**src/rtl/mmu_pkg.sv**
```systemverilog
// Shared definitions for the MMU page-table write path: widths, command
// encodings, the command payload and the page-table entry formatter.
package mmu_pkg;

  localparam int unsigned PROC_W      = 7;
  localparam int unsigned VPAGE_W     = 5;
  localparam int unsigned PPAGE_W     = 7;
  localparam int unsigned ADDR_W      = PROC_W + VPAGE_W;
  localparam int unsigned ENTRY_W     = PPAGE_W + 1;
  localparam int unsigned ENTRY_VALID = 7;
  localparam int unsigned PT_DEPTH    = 4096;

  typedef enum logic [1:0] {
    OP_LINEAR = 2'b00,
    OP_MAP    = 2'b01,
    OP_UNMAP  = 2'b10,
    OP_CLEAR  = 2'b11
  } mmu_op_e;

  typedef struct packed {
    mmu_op_e              op;
    logic [PROC_W-1:0]    proc;
    logic [VPAGE_W-1:0]   vpage;
    logic [PPAGE_W-1:0]   ppage;
  } mmu_cmd_t;

  // Invalid entries are all-zero so a stale physical page never leaks out.
  function automatic logic [ENTRY_W-1:0] mmu_pte_fmt(input logic valid,
                                                     input logic [PPAGE_W-1:0] ppage);
    logic [ENTRY_W-1:0] e;
    e = '0;
    if (valid) begin
      e[PPAGE_W-1:0]  = ppage;
      e[ENTRY_VALID]  = 1'b1;
    end
    return e;
  endfunction

endpackage

```
**src/rtl/mmu_table_ctrl.sv**
```systemverilog
// Page-table write sequencer: turns map/unmap/clear/linear-fill commands into
// single-cycle table writes, yielding the port to live translation lookups.
module mmu_table_ctrl
  import mmu_pkg::*;
(
  input  logic                 clk,
  input  logic                 rst,
  input  logic                 cmd_valid,
  output logic                 cmd_ready,
  input  logic [1:0]           cmd_op,
  input  logic [PROC_W-1:0]    cmd_proc,
  input  logic [VPAGE_W-1:0]   cmd_vpage,
  input  logic [PPAGE_W-1:0]   cmd_ppage,
  input  logic                 lookup_act,
  output logic                 pt_we,
  output logic [ADDR_W-1:0]    pt_waddr,
  output logic [ENTRY_W-1:0]   pt_wdata,
  output logic                 busy,
  output logic                 done
);

  typedef enum logic [1:0] {
    ST_IDLE   = 2'b00,
    ST_SINGLE = 2'b01,
    ST_BULK   = 2'b10,
    ST_DONE   = 2'b11
  } state_e;

  localparam logic [VPAGE_W-1:0] IDX_LAST = '1;

  state_e               state;
  mmu_cmd_t             cmd_q;
  logic [VPAGE_W-1:0]   idx;

  logic                 active_c;
  logic                 bulk_c;
  logic                 valid_c;
  logic [VPAGE_W-1:0]   page_c;
  logic [PPAGE_W-1:0]   ppage_c;
  mmu_op_e              op_in_c;

  // Write address/data come only from latched state so they hold across stalls.
  always_comb begin
    active_c = (state == ST_SINGLE) || (state == ST_BULK);
    bulk_c   = (state == ST_BULK);
    page_c   = bulk_c ? idx : cmd_q.vpage;
    ppage_c  = bulk_c ? PPAGE_W'(cmd_q.ppage + PPAGE_W'(idx)) : cmd_q.ppage;
    valid_c  = active_c && ((cmd_q.op == OP_MAP) || (cmd_q.op == OP_LINEAR));
    op_in_c  = mmu_op_e'(cmd_op);
  end

  assign pt_we    = active_c && !lookup_act;
  assign pt_waddr = {cmd_q.proc, page_c};
  assign pt_wdata = mmu_pte_fmt(valid_c, ppage_c);

  always_ff @(posedge clk) begin
    if (rst) begin
      state     <= ST_IDLE;
      cmd_q     <= '0;
      idx       <= '0;
      busy      <= 1'b0;
      done      <= 1'b0;
      cmd_ready <= 1'b1;
    end else begin
      done <= 1'b0;
      unique case (state)
        ST_IDLE: begin
          if (cmd_valid) begin
            cmd_q.op    <= op_in_c;
            cmd_q.proc  <= cmd_proc;
            cmd_q.vpage <= cmd_vpage;
            cmd_q.ppage <= cmd_ppage;
            idx         <= '0;
            busy        <= 1'b1;
            cmd_ready   <= 1'b0;
            state       <= (op_in_c inside {OP_MAP, OP_UNMAP}) ? ST_SINGLE : ST_BULK;
          end
        end
        ST_SINGLE: begin
          if (pt_we) begin
            state <= ST_DONE;
            busy  <= 1'b0;
            done  <= 1'b1;
          end
        end
        ST_BULK: begin
          if (pt_we) begin
            if (idx == IDX_LAST) begin
              state <= ST_DONE;
              busy  <= 1'b0;
              done  <= 1'b1;
            end else begin
              idx <= idx + VPAGE_W'(1);
            end
          end
        end
        ST_DONE: begin
          state     <= ST_IDLE;
          cmd_ready <= 1'b1;
        end
        default: state <= ST_IDLE;
      endcase
    end
  end

endmodule

```
**config.mk**
```make
export PLATFORM = sky130hd
export DESIGN_NAME = mmu_table_ctrl
export DESIGN_NICKNAME = d
export VERILOG_FILES = /design/src/rtl/mmu_pkg.sv /design/src/rtl/mmu_table_ctrl.sv
export SDC_FILE = /design/constraint.sdc
export NUM_CORES = 1
export LEC_CHECK = 0
export CORE_MARGIN = 3
export CORE_UTILIZATION = 53
export CTS_BUF_LIST = sky130_fd_sc_hd__clkbuf_8
export CTS_CLUSTER_SIZE = 20
export DETAILED_ROUTE_END_ITERATION = 8
export PLACE_DENSITY_LB_ADDON = 0.08
export SLEW_MARGIN = 20
export SYNTH_ARGS = -nofsm -noshare
export SYNTH_HDL_FRONTEND = slang
export SYNTH_SLANG_ARGS = --single-unit
```
**constraint.sdc**
```tcl
create_clock -name clk -period 7.21 [get_ports clk]
set_input_delay 2.163 -clock clk [delete_from_list [all_inputs] [get_ports clk]]
set_output_delay 2.163 -clock clk [all_outputs]
set_load 0.05 [all_outputs]
```
==> flow_summary.json <==
{
  "p_seq_frac": 0.282,
  "clock_skew_ns": 0.00722,
  "cts_setup_buffers": 0,
  "endpoint_kind": "output pin",
  "synthDistinctLibCells": 32,
  "cts_tree": "built",
  "power_frac_comb": 0.539,
  "met3_usage": 0.0737,
  "io_pins": 49,
  "numClockSinks": 30,
  "power.share.clock": 0.179,
  "start_kind": "input pin",
  "status": "finished, final reports clean",
  "clk_latency_ns": 0.29,
  "max_freq_mhz": 172,
  "syn_avg_cell_area_um2": 7.79,
  "grt_max_degree": 31,
  "rows": 20,
  "tightest_slew_ns": 0.731,
  "met2_usage": 0.339,
  "rsz0062_at_grt": "false",
  "r2r_end": "busy$_SDFFE_PP0P_",
  "cts_hold_buf": 0,
  "synth_seq_cells": 30,
  "synth_sequential_area_ratio": 0.350,
  "htreeDepth": 2,
  "synth_compound_area_frac": 0.147,
  "critPathLaunch": "lookup_act",
  "final_nets": 296,
  "initial_core_util": 0.557,
  "p_leak_nw": 0.868,
  "post_cts_resized": 0,
  "grt_pass1_vias": 1450,
  "syn_nets": 259,
  "port_buffers": 48,
  "syn_to_final_growth_pct": 30.8,
  "crit_arrival_ns": 3.66,
  "die_y_um": 62.9,
  "tns_ns": 0,
  "reg2reg_from": "idx[0]$_SDFFE_PP0P_",
  "fin_ws_ns": 1.39,
  "r2r.worst_path.cells": 7,
  "sw_frac_of_total": 0.467,
  "cts_inserted_buffers": 5,
  "post-route-period-util": 0.807,
  "worstPathMaxFanout": 4,
  "dieArea_um2": 3950,
  "root_buffer": "clkbuf_8",
  "die_w_um": 62.9,
  "ff2ff_setup_slack_ns": 5.01,
  "ant_nets": 0,
  "synthMuxAreaShare": 0.0745,
  "vias_per_cell": 5.15,
  "drt_iter0_markers": 95,
  "setup_violations": 0,
  "clk_pin_slew_ns": 0.07,
  "min_period_ns": 5.82,
  "post-route-drc-count": 0,
  "drt_first_pass_iters": 4,
  "met1_usage": 0.239,
  "crit_required_ns": 5.05,
  "synthCells": 220,
  "synth_area_um2": 1710,
  "hpwlAfterDp_mm": 2.75,
  "routabilityCongestion": 0.842,
  "slew_violations": 0,
  "max-cap-violations": 0,
  "grt_overflow": 0,
  "busiest_layer": "met2",
  "worstHoldPathType": "flop to flop",
  "irDropWorstVdd_uv": 206,
  "drt_wl_total_mm": 3.72,
  "criticalPathCategory": "input pin to output pin",
  "antenna_cells": 0,
  "hold_viol": 0,
  "drive_gt1_frac": 0.0620,
  "synth_simple_gate_area_frac": 0.231,
  "synth_xor_area_frac": 0.0102,
  "relSlewSlack": 0.512,
  "synthAdderAreaFrac": 0.107,
  "p_sw_mw": 0.366,
  "synth_top_family_by_area": "simple AND/OR/NAND/NOR gates",
  "p_int_mw": 0.418,
  "worstHoldPathCells": 2,
  "clock_path_buffers": 2,
  "core-area_um2": 3080,
  "power_density_nw_per_um2": 349,
  "vias": 1556,
  "antenna_found_initial": 0,
  "yosys_warnings": 0,
  "dpl_worst_slack_ns": 1.40,
  "grt_pass1_wl_mm": 6.48,
  "wire_per_inst_um": 12.3,
  "track_usage": 0.200,
  "crit_end": "pt_we"
}
[cell type report]
class,instances,area (µm²)
Timing Repair Buffer,48,475
Multi-Input combinational cell,161,975
Fill cell,268,836
Inverter,11,41.3
Sequential cell,30,601
Tap cell,44,55.1
Clock buffer,6,82.6
Clock inverter,2,12.5
[power by group through the flow]
stage	logic (mW)	clock network (mW)	registers [mW]
after floorplan	0.313	0	0.235
after global placement	0.421	0	0.223
after detailed placement	0.423	0	0.225
after CTS	0.424	0.143	0.221
after global routing	0.460	0.151	0.225
final	0.422	0.141	0.221
[layer usage]
metal / vias to the layer above / part of all wire
li1: 811 / -
met1: 707 / 0.45
met2: 35 / 0.48
met3: 3 / 0.062
met4: 0 / 0.0078
met5: - / 0
[registers in the layout (all words and copies together) (netlist names)]
signal / count
busy: 1
cmd_q: 13
cmd_ready: 1
done: 1
idx: 5
pt_waddr: 7
state: 2
[placed cells by master, fill, tap and decap left out, drive strengths merged]
master and count:
o21ai 3, nand3 3, clkinv 3, o21bai 1, xor2 1, a21oi 33
clkbuf 6, nor2 14, nand2b 7, a222oi 1, ha 13, nand4 6
nor3 1, a311oi 1, nor4 3, buf 1, and2 2, fa 1
a31o 1, inv 9, dfxtp 30, and3 2, mux2 6, a31oi 1
nand3b 2, a21o 2, mux2i 6, nand2 47, a211oi 1, clkinvlp 1
or3 1, o211ai 1, clkdlybuf4s50 47, xnor2 1
[metrics by stage]
stage / cell area [µm²] / util / hold WS (ns) / total power [mW] / cells
6_report: 2240 / 0.728 / 0.455 / 0.784 / 302
5_1_grt: 2240 / 0.728 / 0.469 / 0.837 / 302
4_1_cts: 2250 / 0.730 / 0.452 / 0.788 / 302
3_5_place_dp: 2150 / 0.699 / 0.442 / 0.648 / 294
3_3_place_gp: 2150 / 0.699 / 0.441 / 0.644 / 294
2_1_floorplan: 1710 / - / 0.431 / 0.548 / 220
[synth_stat cells, drive strengths merged]
cell type  instances  share of area
and3               2         0.0073
a211oi             1         0.0044
nand3b             2         0.0088
o21bai             1         0.0044
o21ai              3         0.0088
clkinv             2         0.0044
buf                8          0.035
a21o               2         0.0088
nand3              3         0.0088
ha                13          0.095
a31o               1         0.0051
a21oi             33          0.096
nand2b             7          0.026
mux2               6          0.039
nor4               3          0.011
nor2              14          0.031
o211ai             1         0.0044
dfxtp             30           0.35
nand4              6          0.022
a222oi             1         0.0058
or3                1         0.0037
xor2               1         0.0051
clkbuf            10          0.022
xnor2              1         0.0051
fa                 1          0.012
mux2i              6          0.035
a311oi             1         0.0051
nor3               1         0.0029
a31oi              1         0.0037
nand2             47           0.10
and2               2         0.0073
inv                9          0.020
[worst min-delay path by stage]
stage / from / slack [ns] / end
after floorplan: cmd_q[20]$_SDFFE_PP0P_ / 0.43 / cmd_q[20]$_SDFFE_PP0P_
after global placement: cmd_q[8]$_SDFFE_PP0P_ / 0.44 / cmd_q[8]$_SDFFE_PP0P_
after detailed placement: cmd_q[20]$_SDFFE_PP0P_ / 0.44 / cmd_q[20]$_SDFFE_PP0P_
after CTS: cmd_q[20]$_SDFFE_PP0P_ / 0.45 / cmd_q[20]$_SDFFE_PP0P_
after global routing: cmd_q[10]$_SDFFE_PP0P_ / 0.47 / cmd_q[10]$_SDFFE_PP0P_
final: cmd_q[20]$_SDFFE_PP0P_ / 0.46 / cmd_q[20]$_SDFFE_PP0P_
[kinds of logic after synthesis]
group,count (synthesis)
DFF,30
adders and majority gates,14
xor gates and xnor gates,2
and+or+nand+nor,88
AOI/OAI and AO/OA,45
muxes,12
buffers and inverters,29
[critical path: stages]
cell             delay (ns)
clkdlybuf4s50_1        0.45
nand2b_1               0.20
inv_1                  0.06
clkdlybuf4s50_1        0.79
Note: power is estimated with default switching activity, not from simulation.
